## src/rtl/funnel_pkg.sv

```systemverilog
// rtl/funnel_pkg.sv - shared constants, types and helpers for the 1:N sample funnel
package funnel_pkg;

  localparam int MAX_LANES = 16;

  typedef logic [MAX_LANES-1:0] lane_mask_t;

  function automatic int lane_ptr_w(input int n);
    return $clog2(n);
  endfunction

  // Mask with the low k lanes set; k is clamped by the mask width.
  function automatic lane_mask_t low_mask(input int k);
    lane_mask_t m;
    for (int i = 0; i < MAX_LANES; i++) begin
      m[i] = (i < k);
    end
    return m;
  endfunction

endpackage

```

## src/rtl/funnel_lane_ptr.sv

```systemverilog
// rtl/funnel_lane_ptr.sv - modulo-N lane pointer with sync load-to-1, clear, last and misalign decode
module funnel_lane_ptr
  import funnel_pkg::*;
#(
  parameter int NUM_LANES = 2,
  parameter int PTR_W     = lane_ptr_w(NUM_LANES)
) (
  input  logic             clk,
  input  logic             rst_n,
  input  logic             adv_i,
  input  logic             sync_i,
  input  logic             clr_i,
  output logic [PTR_W-1:0] ptr_o,
  output logic             last_o,
  output logic             misalign_o
);

  logic [PTR_W-1:0] ptr_q, ptr_d;

  assign ptr_o      = ptr_q;
  assign last_o     = (ptr_q == PTR_W'(NUM_LANES - 1));
  assign misalign_o = adv_i && sync_i && (ptr_q != '0);

  always_comb begin
    ptr_d = ptr_q;
    if (adv_i && sync_i) begin
      // The sync sample itself occupies lane 0, so the next free lane is 1.
      ptr_d = PTR_W'(1);
    end else if (adv_i) begin
      ptr_d = last_o ? '0 : ptr_q + PTR_W'(1);
    end
    if (clr_i) begin
      ptr_d = '0;
    end
  end

  always_ff @(posedge clk) begin
    if (!rst_n) begin
      ptr_q <= '0;
    end else begin
      ptr_q <= ptr_d;
    end
  end

endmodule

```

## src/rtl/funnel_1ton.sv

```systemverilog
// rtl/funnel_1ton.sv - round-robin 1:N sample funnel with sync alignment; FUNNEL_FLUSH_EN enables partial-group flush
module funnel_1ton
  import funnel_pkg::*;
#(
  parameter int DATA_W    = 16,
  parameter int NUM_LANES = 2,
  parameter int ERR_W     = 8
) (
  input  logic                        clk,
  input  logic                        rst_n,
  input  logic [DATA_W-1:0]           din,
  input  logic                        din_valid,
  input  logic                        din_sync,
  input  logic                        flush,
  output logic [NUM_LANES*DATA_W-1:0] dout,
  output logic                        dout_valid,
  output logic [NUM_LANES-1:0]        dout_mask,
  output logic                        misalign,
  output logic [ERR_W-1:0]            err_cnt
);

  localparam int PTR_W = lane_ptr_w(NUM_LANES);

  logic [PTR_W-1:0]            ptr;
  logic                        last;
  logic                        misalign_det;
  logic                        sync_take;
  logic                        complete;
  logic                        flush_emit;
  logic                        emit;
  logic [PTR_W-1:0]            wr_idx;
  lane_mask_t                  fill_mask;
  logic [NUM_LANES*DATA_W-1:0] group_d;

  logic [DATA_W-1:0]           stage_q [NUM_LANES];
  logic [NUM_LANES*DATA_W-1:0] dout_q;
  logic                        dout_valid_q;
  logic [NUM_LANES-1:0]        dout_mask_q;
  logic                        misalign_q;
  logic [ERR_W-1:0]            err_cnt_q;

  assign sync_take = din_valid && din_sync;
  assign complete  = din_valid && !din_sync && last;

`ifdef FUNNEL_FLUSH_EN
  // Flush acts on the pointer after this cycle's sample; a sync or a full group wins.
  assign flush_emit = flush && !sync_take && !complete && (din_valid || (ptr != '0));
`else
  logic flush_unused;
  assign flush_unused = flush;
  assign flush_emit   = 1'b0;
`endif

  assign emit   = complete || flush_emit;
  assign wr_idx = din_sync ? '0 : ptr;

  funnel_lane_ptr #(
    .NUM_LANES (NUM_LANES),
    .PTR_W     (PTR_W)
  ) u_lane_ptr (
    .clk        (clk),
    .rst_n      (rst_n),
    .adv_i      (din_valid),
    .sync_i     (din_sync),
    .clr_i      (flush_emit),
    .ptr_o      (ptr),
    .last_o     (last),
    .misalign_o (misalign_det)
  );

  // Lanes filled so far plus this cycle's sample; for a full group this is all lanes.
  always_comb begin
    int                fill;
    logic [DATA_W-1:0] lane_val;
    fill     = int'(ptr) + (din_valid ? 1 : 0);
    fill_mask = low_mask(fill);
    group_d  = '0;
    for (int i = 0; i < NUM_LANES; i++) begin
      lane_val = stage_q[i];
      if (din_valid && !din_sync && (ptr == PTR_W'(i))) begin
        lane_val = din;
      end
      group_d[i*DATA_W +: DATA_W] = fill_mask[i] ? lane_val : '0;
    end
  end

  always_ff @(posedge clk) begin
    if (!rst_n) begin
      for (int i = 0; i < NUM_LANES; i++) begin
        stage_q[i] <= '0;
      end
      dout_q       <= '0;
      dout_valid_q <= 1'b0;
      dout_mask_q  <= '0;
      misalign_q   <= 1'b0;
      err_cnt_q    <= '0;
    end else begin
      dout_valid_q <= emit;
      misalign_q   <= misalign_det;
      if (din_valid) begin
        stage_q[wr_idx] <= din;
      end
      if (emit) begin
        dout_q      <= group_d;
        dout_mask_q <= fill_mask[NUM_LANES-1:0];
      end
      if (misalign_det && (err_cnt_q != '1)) begin
        err_cnt_q <= err_cnt_q + ERR_W'(1);
      end
    end
  end

  assign dout       = dout_q;
  assign dout_valid = dout_valid_q;
  assign dout_mask  = dout_mask_q;
  assign misalign   = misalign_q;
  assign err_cnt    = err_cnt_q;

endmodule

```

## config.mk

```make
export PLATFORM = sky130hd
export DESIGN_NAME = funnel_1ton
export DESIGN_NICKNAME = d
export VERILOG_FILES = /design/src/rtl/funnel_pkg.sv /design/src/rtl/funnel_lane_ptr.sv /design/src/rtl/funnel_1ton.sv
export SDC_FILE = /design/constraint.sdc
export NUM_CORES = 1
export LEC_CHECK = 0
export ABC_CLOCK_PERIOD_IN_PS = 1500
export BUFFER_PORTS_ARGS = -buffer_cell sky130_fd_sc_hd__buf_4
export CAP_MARGIN = 0
export CORE_ASPECT_RATIO = 1.25
export CORE_MARGIN = 2
export CORE_UTILIZATION = 33
export CTS_CLUSTER_DIAMETER = 60
export CTS_CLUSTER_SIZE = 14
export DETAILED_ROUTE_END_ITERATION = 8
export HOLD_SLACK_MARGIN = 0.08
export PLACE_DENSITY = 0.56
export SYNTH_ARGS = -nofsm -noshare
export SYNTH_HDL_FRONTEND = slang
export SYNTH_SLANG_ARGS = --single-unit
```

## constraint.sdc

```tcl
create_clock -name clk -period 1.5 [get_ports clk]
set_input_delay 0.3 -clock clk [delete_from_list [all_inputs] [get_ports clk]]
set_output_delay 0.3 -clock clk [all_outputs]
set_load 0.03 [all_outputs]
```

==> results.sh <==
export IMPL_worstSkewPairLatency_ps=320
export IMPL_synth_flop_cell="dfxtp_1"
export IMPL_antenna_found_initial=0
export IMPL_place_port_buffers=63
export IMPL_die_h_um=93.3
export IMPL_p_per_area_nw_per_um2=1170
export IMPL_finalCritPeriodShare=0.905
export IMPL_slew_viol_final=0
export IMPL_cts_num_sinks=61
export IMPL_dpl_hpwl_um=2970
export IMPL_clock_fmax_ghz=0.737
export IMPL_cts_buffer_depth=2
export IMPL_status="completed"
export IMPL_cts_root_buffer="clkbuf_8"
export IMPL_dpl_cell_count=316
export IMPL_cts_hold_buf=0
export IMPL_synth_area_per_cell_um2=12.7
export IMPL_grt_max_degree=34
export IMPL_slew_headroom=0.668
export IMPL_synth_seq_cells=61
export IMPL_r2r_cells=5
export IMPL_fillCellCount=607
export IMPL_start_util=0.342
export IMPL_synth_top_cell_by_area="dfxtp_1"
export IMPL_synth_xor_area_frac=0.00416
export IMPL_pin_count=65
export IMPL_synth_top_family_by_area="compound AO/OA/AOI/OAI gates"
export IMPL_core_um2=6170
export IMPL_hp_class="input port to flip-flop"
export IMPL_grt_first_pass_wirelength_um=6820
export IMPL_final_antenna_net_count=0
export IMPL_cts_setup_buffers=0
export IMPL_yosysSeqAreaShare=0.656
export IMPL_first_global_vias=1454
export IMPL_multi_input_area_um2=673
export IMPL_cp_start_kind="flip-flop"
export IMPL_yosys_top_cells_area="dfxtp_1 43%, edfxtp_1 23%, a22o_1 13%, and2_1 4.8%, nand3_1 1.4%"
export IMPL_period_needed_ps=1360
export IMPL_finalHoldViolations=0
export IMPL_hold_slack_ps=187
export IMPL_viasPerCell=4.65
export IMPL_tritoncts="done"
export IMPL_worst_slew_pin_slew_ps=497
export IMPL_drtIter0Drc=87
export IMPL_layoutNonFillerInstCount=332
export IMPL_synth_cells=166
export IMPL_synth_edf_count=16
export IMPL_drc_errors=0
export IMPL_final_nets=264
export IMPL_totalWireLength_um=4290
export IMPL_path_class="flip-flop to flip-flop"
export IMPL_p_leak_nw=1.31
export IMPL_wire_per_inst_um=12.9
export IMPL_diodes=0
export IMPL_highest_layer="met4"
export IMPL_grt_overflow=0
export IMPL_finClkSkew_ps=6.68
export IMPL_synth_area_um2=2110
export IMPL_m1WireLength_um=1960
export IMPL_dieArea_um2=7040
export IMPL_cts_clk_slew_worst_paths_ps=70
export IMPL_drt_pre_antenna_iters=4
export IMPL_layout_drive_gt1_share=0.372
export IMPL_syn2layout_area_growth_pct=39.5
export IMPL_setup_violations_final=0
export IMPL_netlist_area_leader_share=0.428
export IMPL_comb_power_share=0.074
export IMPL_synth_compound_area_frac=0.184
export IMPL_cts_buffers=9
export IMPL_maxCapViolCount=0
export IMPL_routed_wl_met3_um=239
export IMPL_utilization=0.476
export IMPL_p_switching_mw=0.758
export IMPL_place_area_um2=2740
export IMPL_switching_share=0.221
export IMPL_rsz0062_at_grt="false"
export IMPL_critPathMaxFanout=4
export IMPL_grtUsageTotal=0.131
export IMPL_synthMuxAreaShare=0.00475
export IMPL_crit_required_ps=1720
export IMPL_syn_nets=188
export IMPL_holdPathStages=2
export IMPL_ys_warn_count=0
export IMPL_synth_async_reset_ratio=0
export IMPL_fp_dieW_um=75.5
export IMPL_power_mw=3.43
export IMPL_p_int_mw=2.67
export IMPL_ctsHtreeMaxLevel=3
export IMPL_synth_simple_area_share=0.120
export IMPL_design_area_um2=2940
export IMPL_register_area_um2=1380
export IMPL_vias=1544
export IMPL_power_frac_clock=0.409
export IMPL_vdd_ir_drop_max_mv=0.540
export IMPL_wl_met2_um=1980
export IMPL_cp_data_arrival_time_ps=1580
export IMPL_end_kind="flip-flop"
export IMPL_place_gp_congestion=0.812
export IMPL_num_rows=32
export IMPL_synth_fa_ha_area_frac=0.00594
export IMPL_ys_types=31
export IMPL_sequentialPowerShare=0.517
[cell families after synthesis]
kind of cell,count (synthesis)
xor+xnor,1
simple gates,46
mux,1
flops,61
buf+inv,10
compound gates,46
fa+ha+maj,1
[sequential cells by signal (all words and copies together) (netlist names)]
| signal | cells |
|---|---|
| err_cnt | 8 |
| misalign | 1 |
| dout_mask | 2 |
| dout | 32 |
| stage_q | 16 |
| u_lane_ptr.last_o | 1 |
| dout_valid | 1 |
[timing repair]
action,in CTS,in global routing
resized for setup,1,0
endpoints found under the setup margin,16,0
hold endpoints to repair,0,0
[routing by layer]
layer | track usage | up-vias
li1 | - | 771
met2 | 0.189 | 49
met1 | 0.173 | 714
met5 | 0 | -
met4 | 0.0833 | 0
met3 | 0.0323 | 10
[power by group through the flow]
stage	registers [mW]	logic (mW)	clock network (mW)
after CTS	1.77	0.259	1.45
after global placement	1.81	0.257	0
after detailed placement	1.81	0.258	0
final	1.77	0.255	1.40
after floorplan	1.86	0.0804	0
after global routing	1.78	0.278	1.53
[through the flow]
step	setup TNS (ps)	setup slack (ps)
floorplan	0	22.6
global placement	-1330	-85.0
detailed placement	-1680	-115
CTS	0	121
global route	0	29.3
finish	0	143
[path summary, 6_finish.rpt]
path / end / slack [ps] / start
min reg2reg: dout[14] / 450 / stage_q[0][14]
max: err_cnt[5] / 140 / u_lane_ptr.last_o
max reg2reg: err_cnt[5] / 140 / u_lane_ptr.last_o
min: dout[25] / 190 / din[9]
[critical path, stage by stage (launching register included)]
cell	delay (ps)
dfxtp_1	320
buf_4	110
and3_1	230
nand4_2	140
o21bai_1	210
o221a_1	230
[layout make-up]
type | count | share of cell area
Tap cell | 85 | 0.0362
Multi-Input combinational cell | 95 | 0.229
Timing Repair Buffer | 74 | 0.198
Inverter | 1 | 0.00128
Sequential cell | 61 | 0.470
Clock inverter | 4 | 0.0162
Clock buffer | 12 | 0.0494
[synthesized netlist by cell type (2+ instances only)]
cell type / number
and2_1: 16
nand2b_1: 2
a21o_1: 3
buf_2: 4
dfxtp_1: 45
buf_4: 3
a22o_1: 32
o21ai_1: 2
nand3_1: 6
and3_1: 2
nor2b_1: 2
clkbuf_1: 2
edfxtp_1: 16
o221a_1: 2
nand2_1: 7
nor2_1: 7
[placed cells by master, fill, tap and decap left out, types with 2 or more instances in the layout]
| cell type | instances |
|---|---|
| and2_1 | 16 |
| and3_1 | 2 |
| a21o_1 | 3 |
| dfxtp_1 | 45 |
| a22o_1 | 32 |
| o221a_1 | 2 |
| nor2_1 | 6 |
| clkinv_2 | 2 |
| nand2b_1 | 2 |
| buf_12 | 2 |
| o21ai_1 | 2 |
| nand3_1 | 6 |
| clkbuf_8 | 10 |
| edfxtp_1 | 16 |
| nor2b_1 | 2 |
| buf_4 | 72 |
| clkbuf_1 | 2 |
| nand2_1 | 7 |
(Power assumes the default switching activity.)
